## config.mk

```make
export PLATFORM = sky130hd
export DESIGN_NAME = regfile_sequencer
export DESIGN_NICKNAME = d
export VERILOG_FILES = /design/src/rtl/regfile_sequencer.sv
export SDC_FILE = /design/constraint.sdc
export NUM_CORES = 1
export LEC_CHECK = 0
export CORE_MARGIN = 2
export CORE_UTILIZATION = 50
export DETAILED_ROUTE_END_ITERATION = 7
export GPL_TIMING_DRIVEN = 0
export PLACE_DENSITY = 0.83
export SYNTH_ARGS = -nofsm -noshare
export SYNTH_HDL_FRONTEND = slang
export SYNTH_SLANG_ARGS = --single-unit
```

## constraint.sdc

```tcl
create_clock -name clk -period 4.2 [get_ports clk]
set_input_delay 0.84 -clock clk [delete_from_list [all_inputs] [get_ports clk]]
set_output_delay 0.84 -clock clk [all_outputs]
set_load 0.01 [all_outputs]
```

## src/rtl/regfile_sequencer.sv

```systemverilog
// Purpose : sequences one register-file operation (read, ALU execute, write back) per start request.
// Latency : start sampled at edge k -> READ, EXEC, WRITE (we) in cycle k+3, done pulse in cycle k+4.
// Backpress: none queued; start is only looked at in IDLE, requests while busy are dropped.
//
// Ports:
//   clk, reset              : clock, synchronous active-high reset
//   start, op, dst, srca,
//   srcb, imm               : operation request and its operands (latched in IDLE)
//   R_Adr/R, S_Adr/S        : register-file read ports (data combinational from address)
//   W_Adr, we, W            : register-file write port
//   busy, done              : status; done is a one-cycle completion pulse
//   result, zf, nf, cf      : last computed value and its flags, held until the next EXEC
module regfile_sequencer (
    input  logic        clk,
    input  logic        reset,
    input  logic        start,
    input  logic [2:0]  op,
    input  logic [2:0]  dst,
    input  logic [2:0]  srca,
    input  logic [2:0]  srcb,
    input  logic [15:0] imm,
    output logic [2:0]  W_Adr,
    output logic [2:0]  R_Adr,
    output logic [2:0]  S_Adr,
    output logic        we,
    output logic [15:0] W,
    input  logic [15:0] R,
    input  logic [15:0] S,
    output logic        busy,
    output logic        done,
    output logic [15:0] result,
    output logic        zf,
    output logic        nf,
    output logic        cf
);

    typedef enum logic [2:0] {
        ST_IDLE  = 3'd0,
        ST_READ  = 3'd1,
        ST_EXEC  = 3'd2,
        ST_WRITE = 3'd3,
        ST_DONE  = 3'd4
    } state_t;

    localparam logic [2:0] OP_MOV = 3'b000;
    localparam logic [2:0] OP_ADD = 3'b001;
    localparam logic [2:0] OP_SUB = 3'b010;
    localparam logic [2:0] OP_AND = 3'b011;
    localparam logic [2:0] OP_OR  = 3'b100;
    localparam logic [2:0] OP_XOR = 3'b101;
    localparam logic [2:0] OP_LDI = 3'b110;
    localparam logic [2:0] OP_CMP = 3'b111;

    state_t      state_q, state_d;
    logic [2:0]  op_q,   op_d;
    logic [2:0]  dst_q,  dst_d;
    logic [2:0]  srca_q, srca_d;
    logic [2:0]  srcb_q, srcb_d;
    logic [15:0] imm_q,  imm_d;
    logic [15:0] a_q,    a_d;
    logic [15:0] b_q,    b_d;
    logic [15:0] result_q, result_d;
    logic        zf_q, zf_d;
    logic        nf_q, nf_d;
    logic        cf_q, cf_d;

    // 17-bit ALU output; bit 16 is carry for ADD and borrow for SUB/CMP.
    logic [16:0] y;

    always_comb begin
        y = 17'd0;
        case (op_q)
            OP_MOV: y = {1'b0, a_q};
            OP_ADD: y = {1'b0, a_q} + {1'b0, b_q};
            OP_SUB: y = {1'b0, a_q} - {1'b0, b_q};
            OP_AND: y = {1'b0, a_q & b_q};
            OP_OR:  y = {1'b0, a_q | b_q};
            OP_XOR: y = {1'b0, a_q ^ b_q};
            OP_LDI: y = {1'b0, imm_q};
            OP_CMP: y = {1'b0, a_q} - {1'b0, b_q};
            default: y = 17'd0;
        endcase
    end

    always_comb begin
        state_d  = state_q;
        op_d     = op_q;
        dst_d    = dst_q;
        srca_d   = srca_q;
        srcb_d   = srcb_q;
        imm_d    = imm_q;
        a_d      = a_q;
        b_d      = b_q;
        result_d = result_q;
        zf_d     = zf_q;
        nf_d     = nf_q;
        cf_d     = cf_q;
        case (state_q)
            ST_IDLE: begin
                if (start) begin
                    op_d    = op;
                    dst_d   = dst;
                    srca_d  = srca;
                    srcb_d  = srcb;
                    imm_d   = imm;
                    state_d = ST_READ;
                end
            end
            ST_READ: begin
                // Operands are captured before the write-back, so dst==src
                // always sees the pre-write value.
                a_d     = R;
                b_d     = S;
                state_d = ST_EXEC;
            end
            ST_EXEC: begin
                result_d = y[15:0];
                zf_d     = (y[15:0] == 16'd0);
                nf_d     = y[15];
                // Bit 16 is zero for the logical ops, MOV and LDI by construction.
                cf_d     = y[16];
                state_d  = ST_WRITE;
            end
            ST_WRITE: state_d = ST_DONE;
            ST_DONE:  state_d = ST_IDLE;
            default:  state_d = ST_IDLE;
        endcase
    end

    always_ff @(posedge clk) begin
        if (reset) begin
            state_q  <= ST_IDLE;
            op_q     <= 3'd0;
            dst_q    <= 3'd0;
            srca_q   <= 3'd0;
            srcb_q   <= 3'd0;
            imm_q    <= 16'd0;
            a_q      <= 16'd0;
            b_q      <= 16'd0;
            result_q <= 16'd0;
            zf_q     <= 1'b0;
            nf_q     <= 1'b0;
            cf_q     <= 1'b0;
        end else begin
            state_q  <= state_d;
            op_q     <= op_d;
            dst_q    <= dst_d;
            srca_q   <= srca_d;
            srcb_q   <= srcb_d;
            imm_q    <= imm_d;
            a_q      <= a_d;
            b_q      <= b_d;
            result_q <= result_d;
            zf_q     <= zf_d;
            nf_q     <= nf_d;
            cf_q     <= cf_d;
        end
    end

    assign R_Adr  = srca_q;
    assign S_Adr  = srcb_q;
    assign W_Adr  = (state_q == ST_WRITE) ? dst_q : 3'd0;
    assign we     = (state_q == ST_WRITE) && (op_q != OP_CMP);
    assign W      = result_q;
    assign busy   = (state_q != ST_IDLE);
    assign done   = (state_q == ST_DONE);
    assign result = result_q;
    assign zf     = zf_q;
    assign nf     = nf_q;
    assign cf     = cf_q;

endmodule

```

==> qor.json <==
{
  "finish": {
    "multi_input_comb_area_sq_um": 3560,
    "n_antenna_cell": 0,
    "n_fill_cell": 974,
    "final_net_count": 995,
    "areaGrowthSynthToFinish_pct": 28.1,
    "post-route-util_pct": 66.2,
    "layout-drive-gt1-share_pct": 8.12,
    "layout.area.seq_sq_um": 1620,
    "post-route-cell-area_sq_um": 7210
  },
  "clock_tree": {
    "clk_pin_slew_ps": 100,
    "cts_made_buffers": 9,
    "worst_skew_pair.late_latency_ps": 360,
    "cts_tree": "done",
    "ctsHoldBuffers": 0,
    "cts_root_buf": "sky130_fd_sc_hd__clkbuf_8",
    "clock_tree.htree_level_count": 3,
    "ctsLongestPathBuffers": 2,
    "cts.sinks": 81
  },
  "grt": {
    "largest_net_degree_at_the_start_of_global_routing": 17,
    "wire_length_of_the_first_global_routing_pass_mm": 26.8,
    "globalRouteTotalUtil_pct": 29.0,
    "gr-total-overflow": 0,
    "grt_antenna_before_repair": 0,
    "first_global_vias": 5321
  },
  "timing": {
    "fin_setup_tns_ps": 0,
    "tightestPinTransition_ps": 743,
    "final_setup_fails": 0,
    "crit_path_time_final_ps": 4050,
    "final-max-slew-violation-count": 0,
    "period_share_pct": 96.5,
    "worst_hold_slack_ps": 455,
    "max_freq_ghz": 0.247,
    "number_of_hold_slack_violations_in_the_final_timing_report": 0,
    "grt_setup_unrepaired": "no",
    "skew_ps": 11.6,
    "timing.max_slew.rel_slack_pct": 50.5
  },
  "synth": {
    "syn_area_per_cell_sq_um": 7.39,
    "yosysUniqueCellTypes": 63,
    "yosys.area.top_type": "sky130_fd_sc_hd__dfxtp_1",
    "async_reset_ff_share_pct": 0,
    "synth_top_flop_cell": "sky130_fd_sc_hd__dfxtp_1",
    "synth_seq_area_share_pct": 28.8,
    "netlist.area_leader.share_pct": 28.8,
    "synthesis.area_sq_um": 5630,
    "mappedNetlistNets": 874,
    "synth_enable_flop_cells": 0,
    "synth_cell_count_leaders": "153 x sky130_fd_sc_hd__nand2_1, 90 x sky130_fd_sc_hd__a21oi_1, 81 x sky130_fd_sc_hd__dfxtp_1",
    "synthesis.instances": 761,
    "synthMostInstantiatedCell": "sky130_fd_sc_hd__nand2_1",
    "synth.ff_latch_count": 81,
    "ys.warnings.count": 0,
    "synth_area_leaders": "sky130_fd_sc_hd__dfxtp_1 29%, sky130_fd_sc_hd__ha_1 11%, sky130_fd_sc_hd__nand2_1 10%"
  },
  "floorplanning": {
    "core.rowCount": 38,
    "die_width_um": 110,
    "count_of_pins_on_the_block_boundary": 110,
    "die_footprint_sq_um": 12100,
    "floorplan.die.height_um": 110,
    "placeableCoreArea_sq_um": 10900,
    "initial_core_util_pct": 51.7
  },
  "power_and_ir_drop": {
    "powerDensity_nw_per_um2": 382,
    "ir_worst_vdd_mv": 0.188,
    "static-leakage-power_nw": 2.83
  },
  "placed_design": {
    "placed_inst_area_sq_um": 6880,
    "place.gp.congestion": 0.991,
    "placement.io_buffers": 108,
    "place.detailed.hpwl_mm": 13.3
  },
  "routing": {
    "route.final.wire_length_mm": 17.0,
    "routed_vias_inst": 5.68,
    "routedWlPerCell_um": 16.6,
    "drt-pass1-iter-count": 6,
    "dr_total_vias": 5838,
    "antenna_violating_nets_post_route": 0,
    "post-route-drc-count": 0,
    "dr.first_iter.drc_count": 561
  },
  "worst_setup_path": {
    "critical_path.slowest_cell": "sky130_fd_sc_hd__or4_1",
    "critical_path_buf_inv_count": 5,
    "startpoint_type": "flop",
    "worst_path_largest_cell_delay_ps": 520,
    "timing.setup.critical_path_class": "reg2reg",
    "critical_path.top_delay_family": "simple AND/OR/NAND/NOR gates",
    "setup.worst_path.end_class": "flop",
    "path_cells": "buf_6 -> buf_6 -> buf_6 -> buf_4 -> and3_1 -> nor2_1 -> xnor2_1 -> ha_1 -> or2_2 -> o211ai_1 -> buf_4 -> a21oi_1 -> xnor2_1 -> o22ai_1 -> or3_1 -> or4_1 -> nand2_1",
    "timing.critical_path.fanout_max": 10,
    "critical_path_required_ps": 4510,
    "worst_ep_arrival_time_ps": 4360,
    "crit_top_cell": "sky130_fd_sc_hd__buf_6"
  },
  "worst_hold_path": {
    "min_path_type": "reg2reg"
  },
  "run": {
    "drv.max_cap_violation_count": 0
  },
  "status": {
    "status": "completed"
  }
}
[worst min-delay path: stages (launching register included)]
cell	delay, ps
sky130_fd_sc_hd__dfxtp_1	320
sky130_fd_sc_hd__nand2_1	50
sky130_fd_sc_hd__a21oi_1	50
[area by class of cell]
class                   count  share of cell area [%]
plain buffers              63                    4.88
clock buffers               9                    1.72
clock inverters             7                    1.49
inverters                  45                    2.34
multi-input cells         571                    49.3
flip-flops and latches     81                    22.5
well taps                 140                    2.43
repair buffers            111                    15.3
[state kept, by name (all words and copies together) (netlist names)]
register and count:
W 16, imm_q 16, op_q 3, S_Adr 3, state_q 3, a_q 16
dst_q 3, zf 1, b_q 16, R_Adr 3, cf 1
[placed cells by master (no fill, tap or decap), types with 23 or more instances in the layout]
cell type	n
sky130_fd_sc_hd__nand2_1	153
sky130_fd_sc_hd__clkdlybuf4s50_1	108
sky130_fd_sc_hd__a21oi_1	88
sky130_fd_sc_hd__dfxtp_1	80
sky130_fd_sc_hd__ha_1	48
sky130_fd_sc_hd__inv_1	45
sky130_fd_sc_hd__nor2_1	43
sky130_fd_sc_hd__clkbuf_1	31
sky130_fd_sc_hd__buf_4	25
sky130_fd_sc_hd__o21ai_0	23
[metrics by stage]
step	total power (W)	worst slack [ps]	std cells
floorplan	0.00165	517	761
global placement	0.00200	-407	1009
detailed placement	0.00201	-413	1009
CTS	0.00270	21.4	1026
global route	0.00290	13.7	1027
finish	0.00275	148	1027
[final timing paths]
path	to	start	cells after the start	slack (ps)
worst min-delay path	dst_q[1]	dst_q[1]	2	450
worst max-delay path	zf	op_q[1]	17	150
worst min register to register	dst_q[1]	dst_q[1]	2	450
worst max register to register	zf	op_q[1]	17	150
[metal layers]
| layer | wire, um | track usage (%) |
|---|---|---|
| met1 | 7460 | 39.4 |
| met2 | 7400 | 45.7 |
| met3 | 1560 | 4.64 |
| met4 | 601 | 11.8 |
| met5 | 0 | 0 |
[cells by family after synthesis]
group	share of synthesized area, %
simple gates	24.7
buf+inv	9.25
xor+xnor	3.42
compound gates	22.2
mux	0.356
fa+ha+maj	11.3
flops	28.8
[report_power, final]
group          internal [W]  leakage [nW]  total, W  switching [W]
registers          0.000829         0.662  0.000891      0.0000628
clock network      0.000347         0.114  0.000676       0.000328
logic              0.000518          2.06   0.00118       0.000665
[what timing repair did]
item                       CTS  global route
setup endpoints to repair    2             1
pin swaps                    1             3
buffers inserted             1             2
resized for setup            9             8
Note: power is estimated with default switching activity, not from simulation.
